--- src/rtl/reaction_timer_ctrl.sv ---
// reaction_timer_ctrl: reaction-timer game sequencer (random wait, measure, result).
// Define REACTION_BEST_TIME_EN to keep the best valid reaction time on best_ms_o.
module reaction_timer_ctrl #(
  parameter int CLK_PER_MS   = 100000,
  parameter int MIN_DELAY_MS = 2000,
  parameter int DELAY_MASK   = 8191,
  parameter int TIMEOUT_MS   = 1000,
  parameter int EARLY_CODE   = 9999
) (
  input  logic        clk_i,
  input  logic        reset_ni,
  input  logic        start_i,
  input  logic        stop_i,
  input  logic        clear_i,
  output logic        led_o,
  output logic [13:0] reaction_ms_o,
  output logic        result_valid_o,
  output logic        early_o,
  output logic        timeout_o,
  output logic [1:0]  state_o,
  output logic [13:0] best_ms_o
);

  typedef enum logic [1:0] {
    IDLE    = 2'd0,
    WAIT    = 2'd1,
    MEASURE = 2'd2,
    RESULT  = 2'd3
  } state_t;

  localparam int PW = (CLK_PER_MS > 1) ? $clog2(CLK_PER_MS) : 1;
  localparam logic [PW-1:0] PS_LAST = PW'(CLK_PER_MS - 1);
  localparam logic [13:0] MS_MAX = 14'h3fff;
  localparam logic [13:0] TMO = 14'(TIMEOUT_MS);
  localparam logic [13:0] ECODE = 14'(EARLY_CODE);

  state_t        state, nxt;
  logic [15:0]   lfsr;
  logic          fb;
  logic [PW-1:0] presc;
  logic [13:0]   ms_cnt, delay_ms, res_val;
  logic          ms_tick, entry, set_res;
  logic          res_early, res_to, ld_delay;

  assign fb      = lfsr[15] ^ lfsr[13] ^ lfsr[12] ^ lfsr[10];
  assign ms_tick = presc == PS_LAST;
  assign entry   = nxt != state;
  assign set_res = entry && nxt == RESULT;
  assign state_o = state;

  always_comb begin
    nxt       = state;
    ld_delay  = 1'b0;
    res_val   = ms_cnt;
    res_early = 1'b0;
    res_to    = 1'b0;
    if (clear_i) begin
      nxt = IDLE;
    end else begin
      case (state)
        IDLE: begin
          if (start_i) begin
            nxt      = WAIT;
            ld_delay = 1'b1;
          end
        end
        WAIT: begin
          if (stop_i) begin
            nxt       = RESULT;
            res_early = 1'b1;
            res_val   = ECODE;
          end else if (ms_cnt == delay_ms) begin
            nxt = MEASURE;
          end
        end
        MEASURE: begin
          // stop outranks timeout; the held count equals TMO either way
          if (stop_i) begin
            nxt = RESULT;
          end else if (ms_cnt == TMO) begin
            nxt     = RESULT;
            res_to  = 1'b1;
            res_val = TMO;
          end
        end
        default: nxt = state;
      endcase
    end
  end

  always_ff @(posedge clk_i or negedge reset_ni) begin
    if (!reset_ni) begin
      state    <= IDLE;
      lfsr     <= 16'hACE1;
      presc    <= '0;
      ms_cnt   <= '0;
      delay_ms <= '0;
    end else begin
      state <= nxt;
      lfsr  <= {lfsr[14:0], fb};
      if (entry || ms_tick) presc <= '0;
      else                  presc <= presc + 1'b1;
      if (entry) begin
        ms_cnt <= '0;
      end else if (ms_tick && ms_cnt != MS_MAX &&
                   (state == WAIT || state == MEASURE)) begin
        ms_cnt <= ms_cnt + 14'd1;
      end
      if (ld_delay)
        delay_ms <= 14'(MIN_DELAY_MS) + (lfsr[13:0] & 14'(DELAY_MASK));
    end
  end

  always_ff @(posedge clk_i or negedge reset_ni) begin
    if (!reset_ni) begin
      led_o          <= 1'b0;
      result_valid_o <= 1'b0;
      reaction_ms_o  <= '0;
      early_o        <= 1'b0;
      timeout_o      <= 1'b0;
    end else begin
      led_o          <= nxt == MEASURE;
      result_valid_o <= nxt == RESULT;
      if (clear_i) begin
        reaction_ms_o <= '0;
        early_o       <= 1'b0;
        timeout_o     <= 1'b0;
      end else if (set_res) begin
        reaction_ms_o <= res_val;
        early_o       <= res_early;
        timeout_o     <= res_to;
      end
    end
  end

`ifdef REACTION_BEST_TIME_EN
  logic [13:0] best;

  // zero means no valid result yet, so the first one always loads
  always_ff @(posedge clk_i or negedge reset_ni) begin
    if (!reset_ni) begin
      best <= '0;
    end else if (set_res && !res_early && !res_to &&
                 (best == '0 || res_val < best)) begin
      best <= res_val;
    end
  end

  assign best_ms_o = best;
`else
  assign best_ms_o = '0;
`endif

endmodule

--- config.mk ---
export PLATFORM = sky130hd
export DESIGN_NAME = reaction_timer_ctrl
export DESIGN_NICKNAME = d
export VERILOG_FILES = /design/src/rtl/reaction_timer_ctrl.sv
export SDC_FILE = /design/constraint.sdc
export NUM_CORES = 1
export LEC_CHECK = 0
export CAP_MARGIN = 30
export CORE_MARGIN = 5
export CORE_UTILIZATION = 62
export DETAILED_ROUTE_END_ITERATION = 12
export PLACE_DENSITY = 0.85
export SLEW_MARGIN = 5
export SYNTH_ARGS = -nofsm -noshare
export SYNTH_HDL_FRONTEND = slang
export SYNTH_SLANG_ARGS = --single-unit
--- constraint.sdc ---
create_clock -name clk_i -period 4.9 [get_ports clk_i]
set_clock_uncertainty 0.2 [all_clocks]
set_input_delay 0.735 -clock clk_i [delete_from_list [all_inputs] [get_ports clk_i]]
set_output_delay 0.735 -clock clk_i [all_outputs]
set_load 0.01 [all_outputs]
==> results by group <==
Critical path
  – Critical path fanouts, max: 16
  – Critical Path Source Type: input pin
  – Worst Path Arrival: about 3.3 ns
  – Worst Path Required: ~5 ns
  – CP endpoint kind: flip-flop
  – Critical Setup Path Class: input pin to flip-flop

Synthesis
  – XOR/XNOR Fraction of Synth Area: a little over a tenth
  – Register area share after synthesis: ~48%
  – Post-Syn Area: roughly 4200 um2
  – Synth unique cells: 53
  – Post-synth ARST share: 100%
  – Post-synthesis compound-gate area fraction: ~7.0%
  – Ys Warns: 0
  – Adder-Cell Fraction of Synth Area: between 2 and 2.5%
  – Mux cell area share after synthesis: ~5.8%
  – Post-synth EDFFs: 0
  – Flops & latches, synth: 81
  – Post-Syn Area per Cell: just over 10 um2
  – Synth Instances: slightly above 400
  – Synth Area in Simple Gates: about 20%
  – Largest family of logic cells by synthesized area: simple AND/OR/NAND/NOR gates
  – Most used DFF post-synth: dfrtp_1

Placement
  – Detailed placer's ending HPWL: roughly 5600 um
  – # port buffers: 24
  – # placed instances: between 400 and 500
  – Pre-CTS WS: roughly 1.3 ns
  – Gpl congestion: just over 0.8

Route
  – ANT nets after route: 0
  – Vias: about 3000
  – Routed vias/inst: just under 6
  – Routed WL per cell: 15.6 um
  – WL met1: around 3600 um
  – Met3 WL: a little over 400 um
  – Top sig layer: met4
  – Drt pass-1 iters: 5
  – DR DRC count: 0
  – Initial DRC Count: 192
  – Met2 wire length: approximately 3800 um
  – Routed wire length: roughly 8000 um

Die
  – Core area: 6680 um2
  – Starting density of the core: 62.9%
  – Cell row count: 30
  – I/O pins: 39
  – Die ar.: roughly 8500 um2
  – Die X: 92.3 um
  – Die height: 92.3 um

Timing
  – Max_slew headroom: 43.3%
  – Slew @ Worst Pin: 0.847 ns
  – Setup ws final: about 1.6 ns
  – Unrepaired setup endpoints after global routing: false
  – Hold Fails Final Rpt: 0
  – Ratio of final minimum period to clock period: 66.4%
  – Fin. max-slew vios: 0
  – Final setup fails: 0
  – Fmax: a little over 300 MHz
  – Setup TNS: 0 ns
  – Tmin final: around 3.3 ns

Pwr
  – Switching share of power: between 20% and 30%
  – Comb power frac: ~18%
  – Internal: 0.00109 W
  – Power density cells: 327 nW/um2
  – Sw power: approximately 0.00043 W
  – Maximum vdd drop: between 0.00015 and 0.0002 V
  – Sequential share of power: ~48%
  – Leakage dissipation: about 2.0 nW
  – Clock power share: roughly a third

Clocking
  – PostCTS Resize Cnt: 0
  – Clock Latency Late Sink: roughly 0.35 ns
  – Hold Buf Count CTS: 0
  – Cts bufs inserted: 9
  – Clock Pin Slew Worst Setup and Hold Paths: 0.08 ns
  – H-tree depth: 3
  – CTS tree: built
  – Root Driver: clkbuf_8
  – Clk sinks: 81
  – Post-CTS setup buffers: 0
  – CTS Buffer Depth: 2

Global route
  – Grt ovf: 0
  – Largest net degree at the start of global routing: between 80 and 90
  – Initial antenna violation count: 0
  – First-pass GRT wire length: ~14000 um
  – Vias in the first global route: 2869
  – GRT Total Usage: 20.3%

Job
  – Max Cap Violations: 0

Outcome
  – Outcome: complete, no violations

Final layout
  – Antenna fix cells: 0
  – # fillers: 487
  – Post-route insts no fill: slightly above 500
  – Layout Nets: about 440
  – Syn-to-layout area delta: 10.8%
  – Layout cells sized above 1: a little under an eighth

Min path
  – Path type of the worst min-delay path: input pin to asynchronous set/reset pin
[power groups by stage]
stage / Clock (W) / Sequential (W) / Combinational, W
finish: 0.000518 / 0.000733 / 0.000272
global route: 0.000568 / 0.000739 / 0.000302
CTS: 0.000535 / 0.000733 / 0.000270
detailed placement: 0 / 0.000746 / 0.000267
global placement: 0 / 0.000744 / 0.000235
floorplan: 0 / 0.000742 / 0.000194
[flip-flops by register name, indices dropped and copies added, names as in the netlist]
register / cells
timeout_o: 1
lfsr: 16
state_o: 2
reaction_ms_o: 14
delay_ms: 14
early_o: 1
presc: 17
led_o: 1
ms_cnt: 14
result_valid_o: 1
[through the flow]
step                      util, %  hold slack, ns  power (W)  cell area (um2)
after detailed placement     66.1           0.140    0.00101             4420
after global routing         69.7          0.0662    0.00161             4660
after floorplan                 -           0.133   0.000936             4250
after CTS                    69.3           0.166    0.00154             4630
after global placement       65.6           0.145   0.000980             4380
final                        69.7          0.0704    0.00152             4660
[area by class of cell]
class	count	area (um2)	share of cell area (%)
Clock inverter	5	81.3	1.75
Multi-Input combinational cell	293	1970	42.2
Clock buffer	11	131	2.82
Tap cell	80	100	2.15
Inverter	9	33.8	0.725
Sequential cell	81	2040	43.7
Timing Repair Buffer	28	308	6.61
[Yosys cell counts, types with 8 or more instances]
cell / number / area share, %
clkbuf_1: 16 / 1.4
ha_1: 8 / 2.4
inv_1: 9 / 0.80
nand2_1: 38 / 3.4
nand3_1: 16 / 1.9
xnor2_1: 37 / 7.7
o21ai_0: 13 / 1.5
nor2b_1: 9 / 1.3
nand4_1: 10 / 1.5
dfstp_2: 8 / 5.0
dfrtp_1: 73 / 43
nor2_1: 23 / 2.1
xor2_1: 15 / 3.1
buf_4: 14 / 2.5
mux2i_1: 9 / 2.1
mux2_2: 11 / 2.9
nor3_1: 28 / 3.3
[metal layers]
metal / vias to the layer above / global-route usage [%]
met1: 1483 / 28.1
li1: 1406 / -
met5: - / 0
met4: 0 / 6.81
met2: 91 / 32.0
met3: 11 / 4.55
[path summary, 6_finish.rpt]
check	slack [ns]	cells after the start	endpoint	from
hold / removal	0.07	1	lfsr[4]$_DFF_PN0_	reset_ni
setup reg to reg	1.74	8	reaction_ms_o[10]$_DFFE_PN0P_	state_o[0]$_DFF_PN0_
max in group asynchronous	3.82	2	lfsr[10]$_DFF_PN1_	reset_ni
hold reg to reg	0.16	0	lfsr[15]$_DFF_PN1_	lfsr[14]$_DFF_PN0_
min in group clk_i	0.16	0	lfsr[15]$_DFF_PN1_	lfsr[14]$_DFF_PN0_
setup / recovery	1.65	7	reaction_ms_o[10]$_DFFE_PN0P_	clear_i
[placed cells by master (no fill, tap or decap), types with 9 or more instances in the layout]
cell type	synthesis	routed
dfrtp_1	73	73
nand2_1	38	38
xnor2_1	37	37
nor3_1	28	28
nor2_1	23	23
clkdlybuf4s50_1	0	23
nand3_1	16	16
xor2_1	15	15
conb_1	1	14
o21ai_0	13	13
mux2_2	11	11
nand4_1	10	10
inv_1	9	9
nor2b_1	9	9
mux2i_1	9	9
clkbuf_8	0	9
[critical path: stages]
cell	delay, ns
clkdlybuf4s50_1	0.67
buf_4	0.25
nor2_1	0.08
a2111oi_0	0.67
a21oi_4	0.16
o211ai_4	0.32
mux2_2	0.40
[cell families after synthesis]
family / count (synthesis)
AO/OA/AOI/OAI: 40
XOR/XNOR: 52
adder cells (fa/ha/maj): 8
buffers and inverters: 47
flip-flops: 81
multiplexers: 22
other: 1
AND/OR/NAND/NOR: 157
(Power assumes the default switching activity.)
